===== src/rtl/adsr_envelope_if.sv =====
`default_nettype none
// +----------------------------------------------------------------------+
// | adsr_envelope_if : gate/rate controls in, envelope value/stage out    |
// | Rev 1.0                                                               |
// +----------------------------------------------------------------------+
interface adsr_envelope_if #(
   parameter int N      = 12,
   parameter int RATE_W = 16
);
   logic              tick;
   logic              gate;
   logic [RATE_W-1:0] attack_inc;
   logic [RATE_W-1:0] decay_inc;
   logic [N-1:0]      sustain_lvl;
   logic [RATE_W-1:0] release_inc;
   logic [N-1:0]      env;
   logic [2:0]        stage;
   logic              active;

   modport master (
      output tick, gate, attack_inc, decay_inc, sustain_lvl, release_inc,
      input  env, stage, active
   );

   modport slave (
      input  tick, gate, attack_inc, decay_inc, sustain_lvl, release_inc,
      output env, stage, active
   );
endinterface
`default_nettype wire


===== src/rtl/adsr_envelope.sv =====
`default_nettype none
// +----------------------------------------------------------------------+
// | adsr_envelope : tick-paced ADSR amplitude envelope generator          |
// | Option macro ADSR_RETRIG_ZERO_EN: every retrigger restarts from zero. |
// | Rev 1.0                                                               |
// +----------------------------------------------------------------------+
module adsr_envelope #(
   parameter int N      = 12,
   parameter int FRAC   = 8,
   parameter int RATE_W = 16
) (
   input wire             clk,
   input wire             reset,
   adsr_envelope_if.slave bus
);
   localparam int c_ACC_W = N + FRAC;
   localparam int c_EXT_W = c_ACC_W + 1;
   localparam logic [c_EXT_W-1:0] c_MAX_EXT = {1'b0, {c_ACC_W{1'b1}}};

   typedef enum logic [2:0] {
      S_IDLE    = 3'd0,
      S_ATTACK  = 3'd1,
      S_DECAY   = 3'd2,
      S_SUSTAIN = 3'd3,
      S_RELEASE = 3'd4
   } state_t;

   state_t             state_q, state_d;
   logic [c_ACC_W-1:0] acc_q, acc_d;
   logic               gate_dly_q, gate_dly_d;
   logic               rise_pend_q, rise_pend_d;
   logic               active_q, active_d;

   logic               w_rise;
   logic [c_ACC_W-1:0] w_base;
   logic [c_EXT_W-1:0] w_att_sum;
   logic               w_att_done;
   logic [c_ACC_W-1:0] w_att_acc;
   logic [c_ACC_W-1:0] w_sus;
   logic [c_EXT_W-1:0] w_dec_lim;
   logic               w_dec_done;
   logic [c_ACC_W-1:0] w_dec_next;
   logic               w_rel_done;
   logic [c_ACC_W-1:0] w_rel_next;
   logic               w_gate_held;

   assign w_rise = bus.gate & ~gate_dly_q;

`ifdef ADSR_RETRIG_ZERO_EN
   assign w_base = rise_pend_q ? '0 : acc_q;
`else
   assign w_base = acc_q;
`endif

   // All comparisons run one bit wider than the accumulator so sums never wrap.
   assign w_att_sum  = c_EXT_W'(w_base) + c_EXT_W'(bus.attack_inc);
   assign w_att_done = (bus.attack_inc == '0) || (w_att_sum >= c_MAX_EXT);
   assign w_att_acc  = w_att_done ? {c_ACC_W{1'b1}} : w_att_sum[c_ACC_W-1:0];

   assign w_sus      = c_ACC_W'(bus.sustain_lvl) << FRAC;
   assign w_dec_lim  = c_EXT_W'(w_sus) + c_EXT_W'(bus.decay_inc);
   assign w_dec_done = (bus.decay_inc == '0) || (c_EXT_W'(acc_q) <= w_dec_lim);
   assign w_dec_next = acc_q - c_ACC_W'(bus.decay_inc);

   assign w_rel_done = (bus.release_inc == '0) ||
                       (c_EXT_W'(acc_q) <= c_EXT_W'(bus.release_inc));
   assign w_rel_next = acc_q - c_ACC_W'(bus.release_inc);

   assign w_gate_held = (state_q == S_ATTACK) || (state_q == S_DECAY) ||
                        (state_q == S_SUSTAIN);

   always_comb begin
      state_d     = state_q;
      acc_d       = acc_q;
      gate_dly_d  = bus.gate;
      rise_pend_d = w_rise | (rise_pend_q & ~bus.tick);
      if (bus.tick) begin
         // A pending rise enters ATTACK and takes its first step on this tick.
         if (rise_pend_q) begin
            acc_d   = w_att_acc;
            state_d = w_att_done ? S_DECAY : S_ATTACK;
         end else if (!bus.gate && w_gate_held) begin
            state_d = S_RELEASE;
         end else begin
            case (state_q)
               S_IDLE: acc_d = '0;
               S_ATTACK: begin
                  acc_d   = w_att_acc;
                  state_d = w_att_done ? S_DECAY : S_ATTACK;
               end
               S_DECAY: begin
                  acc_d   = w_dec_done ? w_sus : w_dec_next;
                  state_d = w_dec_done ? S_SUSTAIN : S_DECAY;
               end
               S_SUSTAIN: acc_d = w_sus;
               S_RELEASE: begin
                  acc_d   = w_rel_done ? '0 : w_rel_next;
                  state_d = w_rel_done ? S_IDLE : S_RELEASE;
               end
               default: begin
                  acc_d   = '0;
                  state_d = S_IDLE;
               end
            endcase
         end
      end
      active_d = (state_d != S_IDLE);
   end

   always_ff @(posedge clk) begin
      if (!reset) begin
         state_q     <= S_IDLE;
         acc_q       <= '0;
         gate_dly_q  <= 1'b0;
         rise_pend_q <= 1'b0;
         active_q    <= 1'b0;
      end else begin
         state_q     <= state_d;
         acc_q       <= acc_d;
         gate_dly_q  <= gate_dly_d;
         rise_pend_q <= rise_pend_d;
         active_q    <= active_d;
      end
   end

   assign bus.env    = acc_q[c_ACC_W-1:FRAC];
   assign bus.stage  = state_q;
   assign bus.active = active_q;
endmodule
`default_nettype wire


===== src/flat_wrapper.sv =====
// flat-port wrapper written by rule: the top's interface ports become plain ports
module adsr_envelope_flat 
#(
   parameter int N      = 12,
   parameter int FRAC   = 8,
   parameter int RATE_W = 16
)
  (clk, reset, bus_tick, bus_gate, bus_attack_inc, bus_decay_inc, bus_sustain_lvl, bus_release_inc, bus_env, bus_stage, bus_active);
  adsr_envelope_if #(.N(N), .RATE_W(RATE_W)) bus_i ();
  input wire clk;
  input wire reset;
  input wire logic [$bits(bus_i.tick)-1:0] bus_tick;
  input wire logic [$bits(bus_i.gate)-1:0] bus_gate;
  input wire logic [$bits(bus_i.attack_inc)-1:0] bus_attack_inc;
  input wire logic [$bits(bus_i.decay_inc)-1:0] bus_decay_inc;
  input wire logic [$bits(bus_i.sustain_lvl)-1:0] bus_sustain_lvl;
  input wire logic [$bits(bus_i.release_inc)-1:0] bus_release_inc;
  output wire logic [$bits(bus_i.env)-1:0] bus_env;
  output wire logic [$bits(bus_i.stage)-1:0] bus_stage;
  output wire logic [$bits(bus_i.active)-1:0] bus_active;
  assign bus_i.tick = bus_tick;
  assign bus_i.gate = bus_gate;
  assign bus_i.attack_inc = bus_attack_inc;
  assign bus_i.decay_inc = bus_decay_inc;
  assign bus_i.sustain_lvl = bus_sustain_lvl;
  assign bus_i.release_inc = bus_release_inc;
  assign bus_env = bus_i.env;
  assign bus_stage = bus_i.stage;
  assign bus_active = bus_i.active;
  adsr_envelope #(.N(N), .FRAC(FRAC), .RATE_W(RATE_W)) u_core (.clk(clk), .reset(reset), .bus(bus_i));
endmodule

===== config.mk =====
export PLATFORM = sky130hd
export DESIGN_NAME = adsr_envelope_flat
export DESIGN_NICKNAME = d
export VERILOG_FILES = /design/src/rtl/adsr_envelope_if.sv /design/src/rtl/adsr_envelope.sv /design/src/flat_wrapper.sv
export SDC_FILE = /design/constraint.sdc
export NUM_CORES = 1
export LEC_CHECK = 0
export ABC_AREA = 1
export CAP_MARGIN = 30
export CELL_PAD_IN_SITES_DETAIL_PLACEMENT = 0
export CELL_PAD_IN_SITES_GLOBAL_PLACEMENT = 1
export CORE_AREA = 4 4 117 147
export DETAILED_ROUTE_END_ITERATION = 12
export DIE_AREA = 0 0 121 151
export HOLD_SLACK_MARGIN = 0.1
export PLACE_DENSITY = 0.83
export SLEW_MARGIN = 0
export SYNTH_ARGS = -nofsm -noshare
export SYNTH_HDL_FRONTEND = slang
export SYNTH_SLANG_ARGS = --single-unit

===== constraint.sdc =====
create_clock -name clk -period 4.2 [get_ports clk]
set_clock_uncertainty 0.1 [all_clocks]
set_input_delay 0.84 -clock clk [delete_from_list [all_inputs] [get_ports clk]]
set_output_delay 0.84 -clock clk [all_outputs]
set_load 0.1 [all_outputs]

-- After elaboration in Yosys (flattened, before gate mapping)
Index checks and enable logic that the tools add are counted.
- mux-type cells: 13
- bitwise operators: 5
- order comparisons: 3
- eq/ne operators: 5
- reductions and logical operators: 14
- add/sub/neg operators: 4
- operator list (kind ; count):
    $mux W20 ; 5
    $pmux W20 S4 ; 1
    $logic_not A16 Y1 ; 3
    $add A20 B16 Y21 ; 2
    $sub A20 B16 Y20 ; 2
    $ge A21 B20 Y1 const B ; 1
    $le A20 B21 Y1 ; 1
    $le A20 B16 Y1 ; 1
    $mux W3 ; 4
    $pmux W3 S4 ; 1
    $eq A3 B2 Y1 const B ; 2
    $logic_or A1 B1 Y1 ; 5
    $eq A3 B1 Y1 const B ; 1
    $eq A3 B3 Y1 const B ; 1
    $logic_not A3 Y1 ; 1
    $reduce_bool A3 Y1 ; 1
    $and A1 B1 Y1 ; 2
    $mux W2 ; 1
    $ne A2 B1 Y1 const B ; 1
    $not A1 Y1 ; 2
    $reduce_and A2 Y1 ; 1
    $reduce_or A2 Y1 ; 1
    $logic_and A1 B1 Y1 ; 1
    $logic_not A1 Y1 ; 1
    2 further kinds ; 2
- bits of input ports: 64
- output and inout bits: 16
- register bits after elaboration: 26

-- Depth between registers and ports, before layout
Gate-level depths: netlist of the first run.
- depth in word-level cells: 9
- mapped depth: 26
- gate-level depth less buffers: 26

-- Least setup slack after synthesis of the first run
Ideal clock, no wire load.
- path kind: input port to flip-flop
- start point: input port bus_sustain_lvl[0]
- end point: register u_core.active_q, in the netlist u_core.bus.active
- stages: 23
- slack: 0.322 ns
- arrival time: 3.663 ns
- path through: ha_1 -> inv_1 -> fa_1 -> or2_1 -> o21ai_2 -> nand3_1 -> a21oi_1 -> xor2_1 -> ha_1 -> nand2_1 -> nor3_1 -> nand2_1 -> nand2_1 -> nand2_1 -> nand2_1 -> nand2_2 -> buf_4 -> a21oi_1 -> nand2_1 -> nand2_1 -> nand2_1 -> a21oi_2 -> nand2_1
- cells in the longest elaborated chain, start to end: 9
- RTL lines (element ; RTL line ; RTL):
    from (decl) ; flat_wrapper.sv:16 ; input wire logic [$bits(bus_i.sustain_lvl)-1:0] bus_sustain_lvl;
    $add A20 B16 Y21 ; adsr_envelope.sv:61 ; assign w_dec_lim = c_EXT_W'(w_sus) + c_EXT_W'(bus.decay_inc);
    $le A20 B21 Y1 ; adsr_envelope.sv:62 ; assign w_dec_done = (bus.decay_inc == '0) || (c_EXT_W'(acc_q) <= w_dec_lim);
    $logic_or A1 B1 Y1 ; adsr_envelope.sv:62 ;
    $mux W1 ; adsr_envelope.sv:93 ; state_d = w_dec_done ? S_SUSTAIN : S_DECAY;
    $pmux W3 S4 ; adsr_envelope.sv:85 ; case (state_q)
    $mux W3 ; adsr_envelope.sv:82 ; end else if (!bus.gate && w_gate_held) begin
    $mux W3 ; adsr_envelope.sv:79 ; if (rise_pend_q) begin
    $mux W3 ; adsr_envelope.sv:77 ; if (bus.tick) begin
    $reduce_bool A3 Y1 ; adsr_envelope.sv:107 ; active_d = (state_d != S_IDLE);
    to (signal assigned) ; adsr_envelope.sv:122 ; active_q <= active_d;
    to (decl) ; adsr_envelope.sv:32 ; logic active_q, active_d;
Every way passes these cells.
A chain may end at the register's enable or synchronous reset.

-- Worst setup path after layout of the first run
- start point: input port bus_sustain_lvl[0]
- end point: register u_core.acc_q[2]
- cells in the longest elaborated chain, start to end: 7
- RTL lines (element ; RTL line ; RTL):
    $add A20 B16 Y21 ; adsr_envelope.sv:61 ;
    $le A20 B21 Y1 ; adsr_envelope.sv:62 ;
    $logic_or A1 B1 Y1 ; adsr_envelope.sv:62 ;
    $mux W20 ; adsr_envelope.sv:92 ; acc_d = w_dec_done ? w_sus : w_dec_next;
    $pmux W20 S4 ; adsr_envelope.sv:85 ;
    $mux W20 ; adsr_envelope.sv:82 ;
    $mux W20 ; adsr_envelope.sv:79 ;
    to (signal assigned) ; adsr_envelope.sv:113 ; acc_q <= '0;
    to (signal assigned) ; adsr_envelope.sv:119 ; acc_q <= acc_d;
    to (decl) ; adsr_envelope.sv:29 ; logic [c_ACC_W-1:0] acc_q, acc_d;
Every way passes these cells. The select of a mux whose other input is x is not followed.

==> results of run 1 <==
-- registers in the layout, summed over array words and instances (netlist names) --
signal              count
u_core.acc_q           20
u_core.rise_pend_q      1
u_core.bus.active       1
u_core.gate_dly_q       1
u_core.bus.stage        3
-- worst max-delay path by stage --
stage	from	to	slack (ns)	cells past startpoint
floorplan	bus_sustain_lvl[0]	u_core.bus.active$_SDFF_PN0_	0.32	23
global placement	bus_sustain_lvl[1]	u_core.acc_q[8]$_SDFFE_PN0P_	-0.55	24
detailed placement	bus_sustain_lvl[1]	u_core.acc_q[12]$_SDFFE_PN0P_	-0.63	24
CTS	bus_decay_inc[9]	u_core.acc_q[5]$_SDFFE_PN0P_	0.001	27
global route	bus_sustain_lvl[0]	u_core.acc_q[2]$_SDFFE_PN0P_	-0.02	24
finish	bus_sustain_lvl[0]	u_core.acc_q[2]$_SDFFE_PN0P_	0.18	24
-- cells by family after synthesis --
logic type               Yosys count  share of synthesized area
AO/OA/AOI/OAI                    181                     0.1673
XOR/XNOR                          38                    0.05472
adder cells (fa/ha/maj)           72                     0.1531
buffers and inverters            209                     0.1426
flip-flops                        26                    0.08558
AND/OR/NAND/NOR                  562                     0.3968
-- timing repair --
| item | 4_1_cts | 5_1_grt |
|---|---|---|
| pin swaps | 22 | 37 |
| endpoints found under the setup margin | 22 | 22 |
| hold endpoints to repair | 0 | 0 |
| resized for setup | 38 | 47 |
| setup buffers | 4 | 4 |
| cloned | 1 | 0 |
-- worst max-delay path, delay by kind of cell --
kind	cells	cell delay, ns
AOI/OAI and AO/OA	6	0.81
xor gates and xnor gates	1	0.14
adders and majority gates	3	0.79
buffers and inverters	5	0.54
and+or+nand+nor	9	1.00
-- per-layer routing --
layer	global-route usage	wire, um	part of all wire	up-vias
li1	-	-	-	3753
met1	0.2704	9084	0.41	3227
met2	0.4579	11250	0.50	178
met3	0.01457	702	0.031	70
met4	0.1287	1262	0.057	0
met5	0	0	0	-
-- stage by stage --
step	setup TNS, ns	util	worst slack (ns)	cell area (sq um)	hold WS (ns)
2_1_floorplan	0	-	0.3222	6082	0.3037
3_3_place_gp	-10.96	0.4604	-0.5527	7338	0.3135
3_5_place_dp	-12.08	0.4604	-0.6290	7338	0.3208
4_1_cts	0	0.4747	0.001317	7567	0.3425
5_1_grt	-0.02039	0.4833	-0.02039	7704	0.3525
6_report	0	0.4833	0.1767	7704	0.3410
-- synthesized netlist by cell type (all sizes together) --
cell type,count
and2,3
o21ai,53
nand3b,2
a21o,4
a21oi,94
o31ai,1
buf,22
nor3,19
fa,4
nand4,22
nand2,328
inv,177
a22oi,4
and3,1
nor4,11
o22ai,7
ha,68
nand3,83
o21a,6
a21boi,2
clkinv,2
xnor2,15
o32ai,1
xor2,23
clkbuf,8
dfxtp,26
a31oi,2
o211ai,1
nor2,91
or2,2
a41oi,1
o21bai,5
-- report_power, final --
group | total, mW | leakage (nW) | switching (mW) | internal (mW)
clock network | 0.241 | 0.0442 | 0.0944 | 0.146
registers | 0.320 | 0.215 | 0.0508 | 0.269
logic | 1.20 | 3.81 | 0.757 | 0.446
-- layout make-up --
cell class	instances	area [sq um]	share of cell area
Clock buffer	4	88.84	0.01153
Multi-Input combinational cell	853	4918	0.6385
Sequential cell	26	520.5	0.06757
Tap cell	216	270.3	0.03508
Inverter	179	674.4	0.08754
Timing Repair inverter	1	7.507	0.0009745
Timing Repair Buffer	138	1224	0.1588
==> impl_metrics.prom, run 1 <==
# TYPE chip_impl_metric gauge
chip_impl_info{name="status",value="finished, final reports clean"} 1
chip_impl_metric{name="die_width",unit="um"} 121
chip_impl_metric{name="final_min_period_over_clock_period",unit=""} 0.9579
chip_impl_metric{name="port_buffers",unit=""} 79
chip_impl_info{name="critical_path.most_common_cell",value="sky130_fd_sc_hd__nand2_1"} 1
chip_impl_info{name="worstHoldPathType",value="flop to flop"} 1
chip_impl_metric{name="io-pin-count",unit=""} 80
chip_impl_metric{name="grt_max_degree",unit=""} 27
chip_impl_metric{name="final-instance-count-excl-fill",unit=""} 1417
chip_impl_metric{name="routedWlPerCell",unit="um"} 15.74
chip_impl_metric{name="design.die.area",unit="sq um"} 18270
chip_impl_metric{name="netlist.area_leader.share",unit=""} 0.1975
chip_impl_metric{name="antenna_found_initial",unit=""} 0
chip_impl_info{name="final_common_cell",value="sky130_fd_sc_hd__nand2_1"} 1
chip_impl_info{name="clock_tree_from_tritoncts",value="built"} 1
chip_impl_metric{name="yosys_warnings",unit=""} 0
chip_impl_metric{name="drt-pass1-iter-count",unit=""} 5
chip_impl_metric{name="drt_first_iter_violations",unit=""} 335
chip_impl_metric{name="power_per_cell_area",unit="nW/um^2"} 228.8
chip_impl_metric{name="power.ir.vdd_worst",unit="mV"} 0.1181
chip_impl_metric{name="netlist_area",unit="sq um"} 6082
chip_impl_metric{name="finalSetupViolCount",unit=""} 0
chip_impl_metric{name="ctsHoldBuffers",unit=""} 0
chip_impl_metric{name="hold_crit_depth",unit=""} 1
chip_impl_metric{name="die_h",unit="um"} 151
chip_impl_info{name="r2r-end",value="u_core.bus.active$_SDFF_PN0_"} 1
chip_impl_metric{name="path_max_fanout",unit=""} 5
chip_impl_metric{name="r2r_slack",unit="ns"} 1.04
chip_impl_metric{name="worst_slew_margin_rel",unit=""} 0.3499
chip_impl_metric{name="std_cell_rows",unit=""} 52
chip_impl_metric{name="grt_pass1_vias",unit=""} 7312
chip_impl_metric{name="cts.path.max_buffers",unit=""} 2
chip_impl_metric{name="max_stage_delay",unit="ns"} 0.37
chip_impl_metric{name="tightest_slew",unit="ns"} 0.9721
chip_impl_metric{name="n_antenna_cell",unit=""} 0
chip_impl_metric{name="dp_hpwl",unit="um"} 19150
chip_impl_metric{name="drc",unit=""} 0
chip_impl_info{name="launching_point_of_the_worst_reg2reg_path",value="u_core.acc_q[1]$_SDFFE_PN0P_"} 1
chip_impl_metric{name="htree_num_levels",unit=""} 1
chip_impl_metric{name="grt.overflow.total",unit=""} 0
chip_impl_info{name="hold_path_end",value="u_core.rise_pend_q$_SDFF_PN0_"} 1
chip_impl_metric{name="grt_first_pass_wirelength",unit="um"} 35210
chip_impl_metric{name="share_of_final_layout_standard_cells_stronger_than_drive_strength_1",unit=""} 0.1199
chip_impl_metric{name="minimum_clock_period_after_layout",unit="ns"} 4.023
chip_impl_metric{name="detailroute.via_count",unit=""} 7228
chip_impl_metric{name="power.static_leakage",unit="nW"} 4.069
chip_impl_metric{name="postSynthAreaPerCell",unit="sq um"} 5.590
chip_impl_info{name="timing.setup.critical_path_class",value="primary input to flop"} 1
chip_impl_metric{name="postSynthCellCount",unit=""} 1088
chip_impl_metric{name="ant_nets_after_route",unit=""} 0
chip_impl_info{name="cts.root.buffer_cell",value="sky130_fd_sc_hd__clkbuf_16"} 1
chip_impl_metric{name="core_area",unit="sq um"} 15940
chip_impl_metric{name="worst_skew_pair_later_pin_latency",unit="ns"} 0.27
chip_impl_metric{name="final-max-slew-violation-count",unit=""} 0
chip_impl_metric{name="cts_buffers",unit=""} 3
chip_impl_metric{name="wirelength",unit="um"} 22300
chip_impl_metric{name="p_total",unit="mW"} 1.763
chip_impl_metric{name="syn_to_final_growth",unit="%"} 26.66
chip_impl_metric{name="final_net_count",unit=""} 1338
chip_impl_info{name="post_synth_main_area_contributors",value="sky130_fd_sc_hd__nand2_1 20%, sky130_fd_sc_hd__ha_1 14%, sky130_fd_sc_hd__inv_1 10%"} 1
chip_impl_info{name="synth_area_leader",value="sky130_fd_sc_hd__nand2_1"} 1
chip_impl_metric{name="yosysSeqAreaShare",unit=""} 0.08558
chip_impl_metric{name="max-cap-violations",unit=""} 0
chip_impl_info{name="critPathLaunchType",value="primary input"} 1
chip_impl_metric{name="syn_nets",unit=""} 1224
chip_impl_metric{name="max_freq",unit="MHz"} 248.6
chip_impl_metric{name="reg2regPathDepth",unit=""} 21
chip_impl_info{name="cp_cell_sequence",value="buf_4 -> ha_4 -> inv_2 -> fa_2 -> or2_4 -> o21ai_4 -> buf_4 -> a21oi_1 -> xor2_1 -> ha_1 -> a21oi_1 -> o21a_1 -> o21a_1 -> nand2_1 -> nand2_1 -> nand2_2 -> nand2_4 -> nor2_4 -> clkinvlp_4 -> o22ai_2 -> nand2_1 -> nand3_1 -> nand2_1 -> inv_1"} 1
chip_impl_metric{name="timing.critical_path.required",unit="ns"} 4.32
chip_impl_metric{name="cts.reportedPaths.clkPinSlew",unit="ns"} 0.07
chip_impl_metric{name="timing.critical_path.arrival",unit="ns"} 4.14
chip_impl_metric{name="unique_masters_post_synth",unit=""} 47
chip_impl_metric{name="postSynthRegisterBits",unit=""} 26
chip_impl_info{name="layout_common_cells",value="314 x sky130_fd_sc_hd__nand2_1, 168 x sky130_fd_sc_hd__inv_1, 87 x sky130_fd_sc_hd__nor2_1, 78 x sky130_fd_sc_hd__a21oi_1, 77 x sky130_fd_sc_hd__nand3_1"} 1
chip_impl_info{name="crit_slowest_cell",value="sky130_fd_sc_hd__fa_2"} 1
chip_impl_metric{name="via_per_inst",unit=""} 5.101
chip_impl_metric{name="timing_hold_violations_final",unit=""} 0
chip_impl_metric{name="dp.cells",unit=""} 1405
chip_impl_metric{name="cts_sinks",unit=""} 26
chip_impl_metric{name="initial_core_util",unit=""} 0.3816
chip_impl_info{name="end_kind",value="flop"} 1
chip_impl_metric{name="gp_routability_congestion",unit=""} 0.9801
chip_impl_metric{name="fillCellCount",unit=""} 1767
chip_impl_metric{name="globalRouteTotalUtil",unit=""} 0.2426
chip_impl_info{name="min-delay-start",value="u_core.gate_dly_q$_SDFF_PN0_"} 1
Note: power is estimated with default switching activity, not from simulation.
==> run 2, diff against run 1 <==
--- a/config.mk
+++ b/config.mk
@@ -10,6 +10,7 @@
 export CELL_PAD_IN_SITES_DETAIL_PLACEMENT = 0
 export CELL_PAD_IN_SITES_GLOBAL_PLACEMENT = 1
 export CORE_AREA = 4 4 117 147
+export CTS_CLUSTER_DIAMETER = 30
 export DETAILED_ROUTE_END_ITERATION = 12
 export DIE_AREA = 0 0 121 151
 export HOLD_SLACK_MARGIN = 0.1
@@ -18,3 +19,4 @@
 export SYNTH_ARGS = -nofsm -noshare
 export SYNTH_HDL_FRONTEND = slang
 export SYNTH_SLANG_ARGS = --single-unit
+export TNS_END_PERCENT = 5
==> results of run 2 <==
The final DEF is identical to that of run 1; final timing and power are the same.
==> run 3, diff against run 2 <==
--- a/config.mk
+++ b/config.mk
@@ -13,6 +13,7 @@
 export CTS_CLUSTER_DIAMETER = 30
 export DETAILED_ROUTE_END_ITERATION = 12
 export DIE_AREA = 0 0 121 151
+export GPL_TIMING_DRIVEN = 0
 export HOLD_SLACK_MARGIN = 0.1
 export PLACE_DENSITY = 0.83
 export SLEW_MARGIN = 0
==> run 3 against run 2 <==
  * Final area shrank 2.5%
  * Flip-flop and latch count did not move
  * Clock power increased by 20%
  * Sequential power about the same
  * Critical path type unchanged
  * Global-route usage up 0.93 points
  * Hold slack worse by 0.0092 ns
  * Die area is the same
  * Clock-buffer cell count decreased by 1
  * Non-clock buffer count decreased by 15
  * Via count shrank 0.72%
  * Routed wire length up 3.8%
==> impl_metrics.prom, run 3 (synthesis results as in run 1) <==
# TYPE chip_impl_metric gauge
chip_impl_metric{name="worst_skew_pair_later_pin_latency",unit="ns"} 0.27
chip_impl_metric{name="globalRouteTotalUtil",unit=""} 0.2519
chip_impl_info{name="end_kind",value="flop"} 1
chip_impl_metric{name="power.static_leakage",unit="nW"} 3.940
chip_impl_info{name="critPathLaunchType",value="primary input"} 1
chip_impl_metric{name="ant_nets_after_route",unit=""} 0
chip_impl_metric{name="tightest_slew",unit="ns"} 0.9780
chip_impl_metric{name="cts_sinks",unit=""} 26
chip_impl_metric{name="timing.critical_path.arrival",unit="ns"} 4.04
chip_impl_metric{name="grt_first_pass_wirelength",unit="um"} 35870
chip_impl_info{name="worstHoldPathType",value="flop to flop"} 1
chip_impl_metric{name="die_width",unit="um"} 121
chip_impl_metric{name="routedWlPerCell",unit="um"} 16.53
chip_impl_metric{name="io-pin-count",unit=""} 80
chip_impl_metric{name="worst_slew_margin_rel",unit=""} 0.3460
chip_impl_metric{name="drc",unit=""} 0
chip_impl_metric{name="detailroute.via_count",unit=""} 7176
chip_impl_metric{name="final-instance-count-excl-fill",unit=""} 1401
chip_impl_metric{name="gp_routability_congestion",unit=""} 0.9922
chip_impl_metric{name="grt_pass1_vias",unit=""} 7061
chip_impl_metric{name="max-cap-violations",unit=""} 0
chip_impl_info{name="cts.root.buffer_cell",value="sky130_fd_sc_hd__clkbuf_16"} 1
chip_impl_metric{name="cts.path.max_buffers",unit=""} 2
chip_impl_metric{name="largest_register_ff_count",unit=""} 20
chip_impl_metric{name="die_h",unit="um"} 151
chip_impl_metric{name="finalSetupViolCount",unit=""} 0
chip_impl_metric{name="power_per_cell_area",unit="nW/um^2"} 237.8
chip_impl_info{name="status",value="finished, final reports clean"} 1
chip_impl_info{name="timing.setup.critical_path_class",value="primary input to flop"} 1
chip_impl_metric{name="htree_num_levels",unit=""} 1
chip_impl_metric{name="drt_first_iter_violations",unit=""} 431
chip_impl_metric{name="initial_core_util",unit=""} 0.3816
chip_impl_metric{name="wl_met2",unit="um"} 11820
chip_impl_metric{name="std_cell_rows",unit=""} 52
chip_impl_metric{name="grt_max_degree",unit=""} 16
chip_impl_metric{name="antenna_found_initial",unit=""} 0
chip_impl_metric{name="wirelength",unit="um"} 23160
chip_impl_metric{name="dp_hpwl",unit="um"} 19830
chip_impl_info{name="clock_tree_from_tritoncts",value="built"} 1
chip_impl_metric{name="met3_length",unit="um"} 713
chip_impl_metric{name="grt.overflow.total",unit=""} 0
chip_impl_metric{name="power.ir.vdd_worst",unit="mV"} 0.1364
chip_impl_metric{name="path_max_fanout",unit=""} 5
chip_impl_info{name="final_common_cell",value="sky130_fd_sc_hd__nand2_1"} 1
chip_impl_metric{name="route.layer.met1.wl",unit="um"} 9376
chip_impl_metric{name="minimum_clock_period_after_layout",unit="ns"} 3.974
chip_impl_metric{name="final-max-slew-violation-count",unit=""} 0
chip_impl_info{name="layout_common_cells",value="314 x sky130_fd_sc_hd__nand2_1, 169 x sky130_fd_sc_hd__inv_1, 82 x sky130_fd_sc_hd__nor2_1, 81 x sky130_fd_sc_hd__a21oi_1, 77 x sky130_fd_sc_hd__nand3_1"} 1
chip_impl_metric{name="drt-pass1-iter-count",unit=""} 5
chip_impl_metric{name="share_of_final_layout_standard_cells_stronger_than_drive_strength_1",unit=""} 0.09789
chip_impl_metric{name="setup-tns-final",unit="ns"} 0
chip_impl_metric{name="design.die.area",unit="sq um"} 18270
chip_impl_metric{name="final_net_count",unit=""} 1322
chip_impl_metric{name="cts.reportedPaths.clkPinSlew",unit="ns"} 0.07
chip_impl_metric{name="cts_buffers",unit=""} 3
chip_impl_info{name="largest_register",value="u_core.acc_q"} 1
chip_impl_metric{name="n_antenna_cell",unit=""} 0
chip_impl_metric{name="timing.critical_path.required",unit="ns"} 4.27
chip_impl_metric{name="dp.cells",unit=""} 1383
chip_impl_metric{name="max_freq",unit="MHz"} 251.6
chip_impl_metric{name="port_buffers",unit=""} 79
chip_impl_metric{name="timing_hold_violations_final",unit=""} 0
chip_impl_metric{name="syn_to_final_growth",unit="%"} 23.47
chip_impl_metric{name="final_min_period_over_clock_period",unit=""} 0.9462
chip_impl_metric{name="core_area",unit="sq um"} 15940
chip_impl_metric{name="via_per_inst",unit=""} 5.122
chip_impl_info{name="route.top_layer_used",value="met4"} 1
[run 3: cell types whose count changed in the layout (fill, tap and decap cells not counted), moves of 4 or more]
cell | previous run | this run
sky130_fd_sc_hd__o22ai_2 | 4 | 0
sky130_fd_sc_hd__clkbuf_1 | 0 | 6
sky130_fd_sc_hd__nor2_2 | 2 | 7
sky130_fd_sc_hd__o22ai_1 | 3 | 7
sky130_fd_sc_hd__buf_2 | 0 | 8
sky130_fd_sc_hd__buf_4 | 58 | 25
sky130_fd_sc_hd__a21oi_2 | 16 | 12
sky130_fd_sc_hd__nor2_1 | 87 | 82
[run 3: where the power goes]
group	switching, mW	internal (mW)	total [mW]
logic	0.758	0.422	1.18
clock network	0.0980	0.190	0.288
registers	0.0486	0.269	0.317
total	0.905	0.881	1.79
[run 3: layer usage]
layer	vias to the layer above	GRT usage
met1	3224	0.2814
met4	0	0.1298
met5	-	0
met2	158	0.4751
met3	61	0.01718
li1	3733	-
[run 3: stage by stage]
| step | setup WS, ns | hold WS (ns) | power, mW | util | instance area, sq um |
|---|---|---|---|---|---|
| after floorplan | 0.3222 | 0.3037 | 1.108 | - | 6082 |
| after global placement | -1.040 | 0.3147 | 1.445 | 0.4481 | 7143 |
| after detailed placement | -1.056 | 0.3174 | 1.445 | 0.4481 | 7143 |
| after CTS | 0.009061 | 0.3346 | 1.764 | 0.4670 | 7443 |
| after global routing | -0.004003 | 0.3638 | 1.928 | 0.4711 | 7510 |
| final | 0.2258 | 0.3318 | 1.786 | 0.4711 | 7510 |
[run 3: what timing repair did]
action,CTS,global route
resized for setup,43,30
setup buffers,9,3
hold buffers,0,0
cloned,2,0
pin swaps,27,24
endpoints found under the setup margin,22,22
[run 3: final timing paths]
check | slack [ns] | to | startpoint | cells after the start
min reg2reg | 0.33 | u_core.rise_pend_q$_SDFF_PN0_ | u_core.gate_dly_q$_SDFF_PN0_ | 1
max | 0.23 | u_core.bus.active$_SDFF_PN0_ | bus_sustain_lvl[0] | 24
max reg2reg | 0.92 | u_core.bus.active$_SDFF_PN0_ | u_core.acc_q[1]$_SDFFE_PN0P_ | 21
min | 0.33 | u_core.rise_pend_q$_SDFF_PN0_ | u_core.gate_dly_q$_SDFF_PN0_ | 1
[run 3: area by class of cell]
cell class,instances,area [sq um]
Fill cell,1765,8431
Multi-Input combinational cell,853,4886
Timing Repair Buffer,93,853.3
Inverter,179,675.6
Sequential cell,26,520.5
Tap cell,216,270.3
Buffer,30,198.9
Clock buffer,3,75.07
Clock inverter,1,30.03
[run 3: critical path, stage by stage]
cell and delay [ns]:
sky130_fd_sc_hd__clkbuf_2 0.13, sky130_fd_sc_hd__ha_4 0.14, sky130_fd_sc_hd__inv_1 0.05, sky130_fd_sc_hd__fa_2 0.33
sky130_fd_sc_hd__or2_1 0.26, sky130_fd_sc_hd__o21ai_4 0.19, sky130_fd_sc_hd__xnor2_1 0.12, sky130_fd_sc_hd__ha_1 0.32
sky130_fd_sc_hd__nand4_1 0.23, sky130_fd_sc_hd__a21oi_2 0.18, sky130_fd_sc_hd__nor2_1 0.06, sky130_fd_sc_hd__nand2_1 0.13
sky130_fd_sc_hd__nand2_1 0.06, sky130_fd_sc_hd__nand2_1 0.06, sky130_fd_sc_hd__nand2_1 0.05, sky130_fd_sc_hd__nand2_2 0.09
sky130_fd_sc_hd__nand2_4 0.08, sky130_fd_sc_hd__buf_6 0.15, sky130_fd_sc_hd__a21oi_1 0.11, sky130_fd_sc_hd__nand2_1 0.08
sky130_fd_sc_hd__nand2_1 0.07, sky130_fd_sc_hd__nand2_1 0.06, sky130_fd_sc_hd__a21oi_2 0.17, sky130_fd_sc_hd__nand2_1 0.06
